<file path="src/rtl/snake_pkg.sv">
// Shared constants and types for the pacing block and its BCD score counter.
package snake_pkg;

  localparam int LEVEL_W      = 4;
  localparam int SCORE_DIGITS = 3;

  typedef enum logic {RUN, HOLD} pace_state_t;

  typedef logic [3:0] bcd_digit_t;

  function automatic bcd_digit_t bcd_inc(bcd_digit_t d);
    return (d == 4'd9) ? 4'd0 : d + 4'd1;
  endfunction

endpackage

</file>
<file path="src/rtl/pace_gen_if.sv">
// Game-side bundle: status from the game into the pacer, pacing/score back out.
interface pace_gen_if;

  logic                                  i_restart;
  logic                                  i_eat;
  logic                                  i_failure;
  logic                                  i_success;
  logic                                  o_phase;
  logic [snake_pkg::LEVEL_W-1:0]         o_level;
  logic [4*snake_pkg::SCORE_DIGITS-1:0]  o_score;
  logic                                  o_running;

  modport master (
    output i_restart, i_eat, i_failure, i_success,
    input  o_phase, o_level, o_score, o_running
  );

  modport slave (
    input  i_restart, i_eat, i_failure, i_success,
    output o_phase, o_level, o_score, o_running
  );

endinterface

</file>
<file path="src/rtl/pace_gen_bcd_counter.sv">
// Multi-digit BCD incrementer with ripple carry; holds at all-nines.
module bcd_counter
  import snake_pkg::*;
(
  input  logic                        clk,
  input  logic                        rst_n,
  input  logic                        i_inc,
  output logic [4*SCORE_DIGITS-1:0]   o_value
);

  logic [4*SCORE_DIGITS-1:0] r_value;
  logic [4*SCORE_DIGITS-1:0] w_value_next;
  logic [SCORE_DIGITS-1:0]   w_nine;
  logic                      w_carry;

  for (genvar gi = 0; gi < SCORE_DIGITS; gi++) begin : g_nine
    assign w_nine[gi] = (r_value[gi*4 +: 4] == 4'd9);
  end

  // Carry ripples ones -> tens -> hundreds; no increment once every digit is 9.
  always_comb begin
    w_value_next = r_value;
    w_carry      = i_inc && !(&w_nine);
    for (int d = 0; d < SCORE_DIGITS; d++) begin
      if (w_carry) begin
        w_value_next[d*4 +: 4] = bcd_inc(r_value[d*4 +: 4]);
      end
      w_carry = w_carry && w_nine[d];
    end
  end

  always_ff @(posedge clk) begin
    if (!rst_n) begin
      r_value <= '0;
    end else begin
      r_value <= w_value_next;
    end
  end

  assign o_value = r_value;

endmodule

</file>
<file path="src/rtl/pace_gen.sv">
// Game tick pacer: prescaled phase toggle whose period shrinks with level,
// frozen once the game ends, plus saturating BCD apple score.
module pace_gen
  import snake_pkg::*;
#(
  parameter int PRESCALE         = 65536,
  parameter int BASE_UNITS       = 96,
  parameter int STEP_UNITS       = 6,
  parameter int MAX_LEVEL        = 12,
  parameter int APPLES_PER_LEVEL = 4
) (
  input  logic        clk,
  input  logic        rst_n,
  pace_gen_if.slave   bus
);

  localparam int UNIT_W  = $clog2(PRESCALE);
  localparam int PER_W   = $clog2(BASE_UNITS + 1);
  localparam int APPLE_W = $clog2(APPLES_PER_LEVEL + 1);

  if (BASE_UNITS <= MAX_LEVEL * STEP_UNITS) begin : g_bad_period
    $error("pace_gen: BASE_UNITS must exceed MAX_LEVEL*STEP_UNITS");
  end
  if (MAX_LEVEL > (1 << LEVEL_W) - 1) begin : g_bad_level
    $error("pace_gen: MAX_LEVEL does not fit in the level output");
  end

  pace_state_t           r_state;
  pace_state_t           w_state_next;
  logic [UNIT_W-1:0]     r_unit;
  logic [PER_W-1:0]      r_period;
  logic [PER_W-1:0]      w_reload;
  logic                  r_phase;
  logic [LEVEL_W-1:0]    r_level;
  logic [APPLE_W-1:0]    r_apple;
  logic                  w_rst;
  logic                  w_run;
  logic                  w_strobe;
  logic                  w_eat;

  assign w_rst    = !rst_n || bus.i_restart;
  assign w_run    = (r_state == RUN);
  assign w_strobe = w_run && (r_unit == UNIT_W'(PRESCALE - 1));
  assign w_eat    = w_run && bus.i_eat;
  assign w_reload = PER_W'(BASE_UNITS - int'(r_level) * STEP_UNITS);

  always_ff @(posedge clk) begin
    if (w_rst) begin
      r_state <= RUN;
    end else begin
      r_state <= w_state_next;
    end
  end

  always_comb begin
    w_state_next = r_state;
    case (r_state)
      RUN:     if (bus.i_failure || bus.i_success) w_state_next = HOLD;
      HOLD:    w_state_next = HOLD;
      default: w_state_next = RUN;
    endcase
  end

  // The reload uses the level registered this cycle, so an eat landing on
  // the same strobe only affects the following period.
  always_ff @(posedge clk) begin
    if (w_rst) begin
      r_unit   <= '0;
      r_period <= PER_W'(BASE_UNITS);
      r_phase  <= 1'b0;
    end else if (w_run) begin
      r_unit <= w_strobe ? '0 : r_unit + UNIT_W'(1);
      if (w_strobe) begin
        if (r_period == PER_W'(1)) begin
          r_phase  <= ~r_phase;
          r_period <= w_reload;
        end else begin
          r_period <= r_period - PER_W'(1);
        end
      end
    end
  end

  always_ff @(posedge clk) begin
    if (w_rst) begin
      r_level <= '0;
      r_apple <= '0;
    end else if (w_eat) begin
      if (r_apple == APPLE_W'(APPLES_PER_LEVEL - 1)) begin
        r_apple <= '0;
        if (r_level < LEVEL_W'(MAX_LEVEL)) r_level <= r_level + LEVEL_W'(1);
      end else begin
        r_apple <= r_apple + APPLE_W'(1);
      end
    end
  end

  bcd_counter u_score (
    .clk     (clk),
    .rst_n   (!w_rst),
    .i_inc   (w_eat),
    .o_value (bus.o_score)
  );

  assign bus.o_phase   = r_phase;
  assign bus.o_level   = r_level;
  assign bus.o_running = w_run;

endmodule
</file>
<file path="src/flat_wrapper.sv">
// flat-port wrapper written by rule: the top's interface ports become plain ports
module pace_gen_flat import snake_pkg::*;
#(
  parameter int PRESCALE         = 65536,
  parameter int BASE_UNITS       = 96,
  parameter int STEP_UNITS       = 6,
  parameter int MAX_LEVEL        = 12,
  parameter int APPLES_PER_LEVEL = 4
)
  (clk, rst_n, bus_i_restart, bus_i_eat, bus_i_failure, bus_i_success, bus_o_phase, bus_o_level, bus_o_score, bus_o_running);
  pace_gen_if bus_i ();
  input  logic clk;
  input  logic rst_n;
  input wire logic [$bits(bus_i.i_restart)-1:0] bus_i_restart;
  input wire logic [$bits(bus_i.i_eat)-1:0] bus_i_eat;
  input wire logic [$bits(bus_i.i_failure)-1:0] bus_i_failure;
  input wire logic [$bits(bus_i.i_success)-1:0] bus_i_success;
  output wire logic [$bits(bus_i.o_phase)-1:0] bus_o_phase;
  output wire logic [$bits(bus_i.o_level)-1:0] bus_o_level;
  output wire logic [$bits(bus_i.o_score)-1:0] bus_o_score;
  output wire logic [$bits(bus_i.o_running)-1:0] bus_o_running;
  assign bus_i.i_restart = bus_i_restart;
  assign bus_i.i_eat = bus_i_eat;
  assign bus_i.i_failure = bus_i_failure;
  assign bus_i.i_success = bus_i_success;
  assign bus_o_phase = bus_i.o_phase;
  assign bus_o_level = bus_i.o_level;
  assign bus_o_score = bus_i.o_score;
  assign bus_o_running = bus_i.o_running;
  pace_gen #(.PRESCALE(PRESCALE), .BASE_UNITS(BASE_UNITS), .STEP_UNITS(STEP_UNITS), .MAX_LEVEL(MAX_LEVEL), .APPLES_PER_LEVEL(APPLES_PER_LEVEL)) u_core (.clk(clk), .rst_n(rst_n), .bus(bus_i));
endmodule
</file>
<file path="config.mk">
export PLATFORM = sky130hd
export DESIGN_NAME = pace_gen_flat
export DESIGN_NICKNAME = d
export VERILOG_FILES = /design/src/rtl/snake_pkg.sv /design/src/rtl/pace_gen_if.sv /design/src/rtl/pace_gen_bcd_counter.sv /design/src/rtl/pace_gen.sv /design/src/flat_wrapper.sv
export SDC_FILE = /design/constraint.sdc
export NUM_CORES = 1
export LEC_CHECK = 0
export ABC_AREA = 1
export ABC_CLOCK_PERIOD_IN_PS = 2700
export CAP_MARGIN = 10
export CELL_PAD_IN_SITES_DETAIL_PLACEMENT = 1
export CELL_PAD_IN_SITES_GLOBAL_PLACEMENT = 1
export CORE_MARGIN = 2
export CORE_UTILIZATION = 40
export DETAILED_ROUTE_END_ITERATION = 7
export GPL_ROUTABILITY_DRIVEN = 1
export PLACE_DENSITY = 0.84
export SLEW_MARGIN = 25
export SYNTH_ARGS = -nofsm -noshare
export SYNTH_HDL_FRONTEND = slang
export SYNTH_HIERARCHICAL = 1
export SYNTH_SLANG_ARGS = --single-unit
</file>
<file path="constraint.sdc">
create_clock -name clk -period 2.7 [get_ports clk]
set_input_delay 0.54 -clock clk [delete_from_list [all_inputs] [get_ports clk]]
set_output_delay 0.54 -clock clk [all_outputs]
set_load 0.03 [all_outputs]
</file>
==> flow_summary.yaml <==
detailed_routing:
  routedWlPerCell_um: 13.1
  drt-initial-drc-count: 62
  wl_met1_mm: 3.01
  drt_first_pass_iters: 4
  vias: 2468
  highest_layer: "met4"
  routed_wirelength_mm: 6.43
  wl_met2_mm: 3.22
  route.met3.wl_um: 158
  vias_per_cell: 5.04
  ant_nets: 0
  drc_errors: 0
logic_synthesis:
  yosys_warnings: 6
  syn_avg_cell_area_um2: 6.92
  yosysTopAreaCellShare: 0.333
  synth_fa_ha_area_frac: 0.0502
  synth_nets: 398
  synthCells: 382
  synthMuxAreaShare: 0
  synth_top_family_by_area: "simple AND/OR/NAND/NOR gates"
  synth_xor_area_frac: 0.0265
  ys_async_sr_fraction: 0
  synth-simple-area-share: 0.414
  synth_edf_count: 0
  netlist_top_cells_area: "dfxtp_1 33%, nand2_1 13%, inv_1 7.0%, nor2_1 7.0%, nand3_1 5.1%"
  ys_seq_area_frac: 0.333
  yosysTopAreaCell: "dfxtp_1"
  synth-compound-area-share: 0.0914
  synthDistinctLibCells: 34
  netlist_area_um2: 2640
  ys_seq_elements: 44
  synth_ff_type: "dfxtp_1"
floorplanning:
  fp-row-count: 29
  core_area_um2: 6390
  die_h_um: 85.3
  pin_count: 24
  die_area_um2: 7270
  initial_core_util: 0.414
  die_x_um: 85.3
finish:
  filler_cell_count: 849
  mostFrequentLayoutCells: "95 x nand2_1, 49 x inv_1, 49 x nor2_1"
  drive_above_1_share: 0.119
  multi_input_area_um2: 1540
  insertedDiodeCount: 0
  ff_latch_area_um2: 881
  nets: 429
  utilization: 0.480
  layout_commonest_cell: "nand2_1"
  syn_to_final_growth_pct: 15.9
worst_setup_path:
  endpoint_kind: "primary output"
  crit_path_start_kind: "flop"
  critPathLaunch: "u_core/r_state"
  path_max_fanout: 8
  worst-r2r-setup-slack_ps: 740
  crit_buf_inv: 2
  path_cells: "inv_4, clkdlybuf4s50_1"
  critPathCapture: "bus_o_running"
  cp.arrival_ps: 1520
  critPathSlowestCell: "clkdlybuf4s50_1"
  rr_endpoint: "u_core/r_period[6]"
  crit_type: "reg -> out"
  rr_startpoint: "u_core/bus.o_level[0]"
  path_depth: 2
  cp_top_family: "buffers and inverters"
  cp.required_ps: 2160
  reg2reg_depth: 11
  max_stage_delay_ps: 680
sta:
  worst-slew-pin-transition_ps: 461
  timing.fmax_mhz: 486
  rsz0062_at_grt: "false"
  fin_skew_ps: 7.63
  setup_tns_ps: 0
  slew_headroom: 0.692
  finalCritPeriodShare: 0.763
  slew_viol_final: 0
  finalHoldViolations: 0
  layout_min_cycle_time_ps: 2060
  finalSetupViolations: 0
clocking:
  cts_hold_buf: 0
  cts.sinks: 44
  cts_root_buf: "clkbuf_8"
  cts.path.max_buffers: 2
  numCtsBuffers: 5
  htree_levels: 2
  clk-insertion-delay-late_ps: 290
  cts_tree: "built"
  cts_setup_buffers: 0
  clk_pin_slew_ps: 80
  cts_resized: 0
pwr:
  clockPowerShare: 0.355
  seq_power_share: 0.592
  p_sw_frac: 0.235
  pwr-share-comb: 0.053
  p_leak_nw: 1.21
  vdd_drop_max_v: 0.000222
  power-per-cell-area_nw_per_um2: 363
  p_sw_mw: 0.261
  p_int_mw: 0.851
global_routing:
  antenna_found_initial: 0
  grt_pass1_wl_mm: 11.3
  grt_max_degree: 13
  grt_usage: 0.188
  overflow: 0
  first_global_vias: 2563
place:
  port_buffers: 23
  dp_hpwl_mm: 5.08
  gp_congestion: 0.789
job:
  cap_violations: 0
outcome:
  status: "finished clean"
hold_path:
  hold_class: "reg -> reg"
==> tightest hold or removal path, delay by kind of cell (launching register included) <==
kind | cells | cell delay [ps]
AOI/OAI and AO/OA | 1 | 50
buffers and inverters | 1 | 70
DFF | 1 | 300
==> power groups by stage <==
stage	Sequential, mW	Combinational [mW]	Clock [mW]
2_1_floorplan	0.674	0.0333	0
3_3_place_gp	0.674	0.0575	0
3_5_place_dp	0.674	0.0599	0
4_1_cts	0.659	0.0600	0.414
5_1_grt	0.660	0.0652	0.437
6_report	0.659	0.0593	0.395
==> metal layers <==
| metal | GRT usage | vias to the layer above |
|---|---|---|
| met1 | 0.239 | 1167 |
| met4 | 0.0418 | 0 |
| li1 | - | 1278 |
| met2 | 0.332 | 19 |
| met5 | 0 | - |
| met3 | 0.0311 | 4 |
==> final cells by class <==
type / instances / share of cell area
well taps: 77 / 0.0315
inverters: 55 / 0.0682
clock inverters: 1 / 0.00163
repair buffers: 27 / 0.0850
multi-input cells: 280 / 0.502
flip-flops and latches: 44 / 0.288
clock buffers: 6 / 0.0237
==> state kept, by name (all words and copies together) (netlist names) <==
signal,cells
u_core/bus.o_level,4
u_core/bus.o_phase,1
u_core/r_apple,3
u_core/r_period,7
u_core/r_state,1
u_core/r_unit,16
u_core/u_score/o_value,12
==> worst min path at each step <==
stage                            startpoint           endpoint  slack (ps)  cells past startpoint
final                     u_core/r_apple[2]  u_core/r_apple[2]         470                      2
after global routing      u_core/r_apple[2]  u_core/r_apple[2]         490                      2
after CTS                 u_core/r_apple[2]  u_core/r_apple[2]         470                      2
after detailed placement  u_core/r_apple[2]  u_core/r_apple[2]         460                      2
after floorplan           u_core/r_apple[2]  u_core/r_apple[2]         420                      2
after global placement    u_core/r_apple[2]  u_core/r_apple[2]         440                      2
==> cell usage after synthesis, types with 5 or more instances <==
library cell and number:
nand2_2 6, o21ai_0 15, nand2_1 95, nand3_1 27, nand4_1 8, ha_1 9, inv_1 49, dfxtp_1 44
nor2_1 49, nor2_2 7, a21oi_1 21, inv_2 5
==> stage by stage <==
stage                     total power, mW  cells  setup WS [ps]  area, um^2  hold WS, ps
final                                1.11    490            641        3060          465
after global routing                 1.16    490            475        3060          490
after CTS                            1.13    490            620        3060          468
after detailed placement            0.734    483            631        2990          455
after global placement              0.731    483            657        2990          436
after floorplan                     0.708    382            744        2640          422
==> cells by family after synthesis <==
logic type / Yosys count
AOI/OAI and AO/OA: 46
xor gates and xnor gates: 8
adders and majority gates: 10
buffers and inverters: 58
DFF: 44
and+or+nand+nor: 216
No activity file was read; power rests on OpenSTA's default activity.
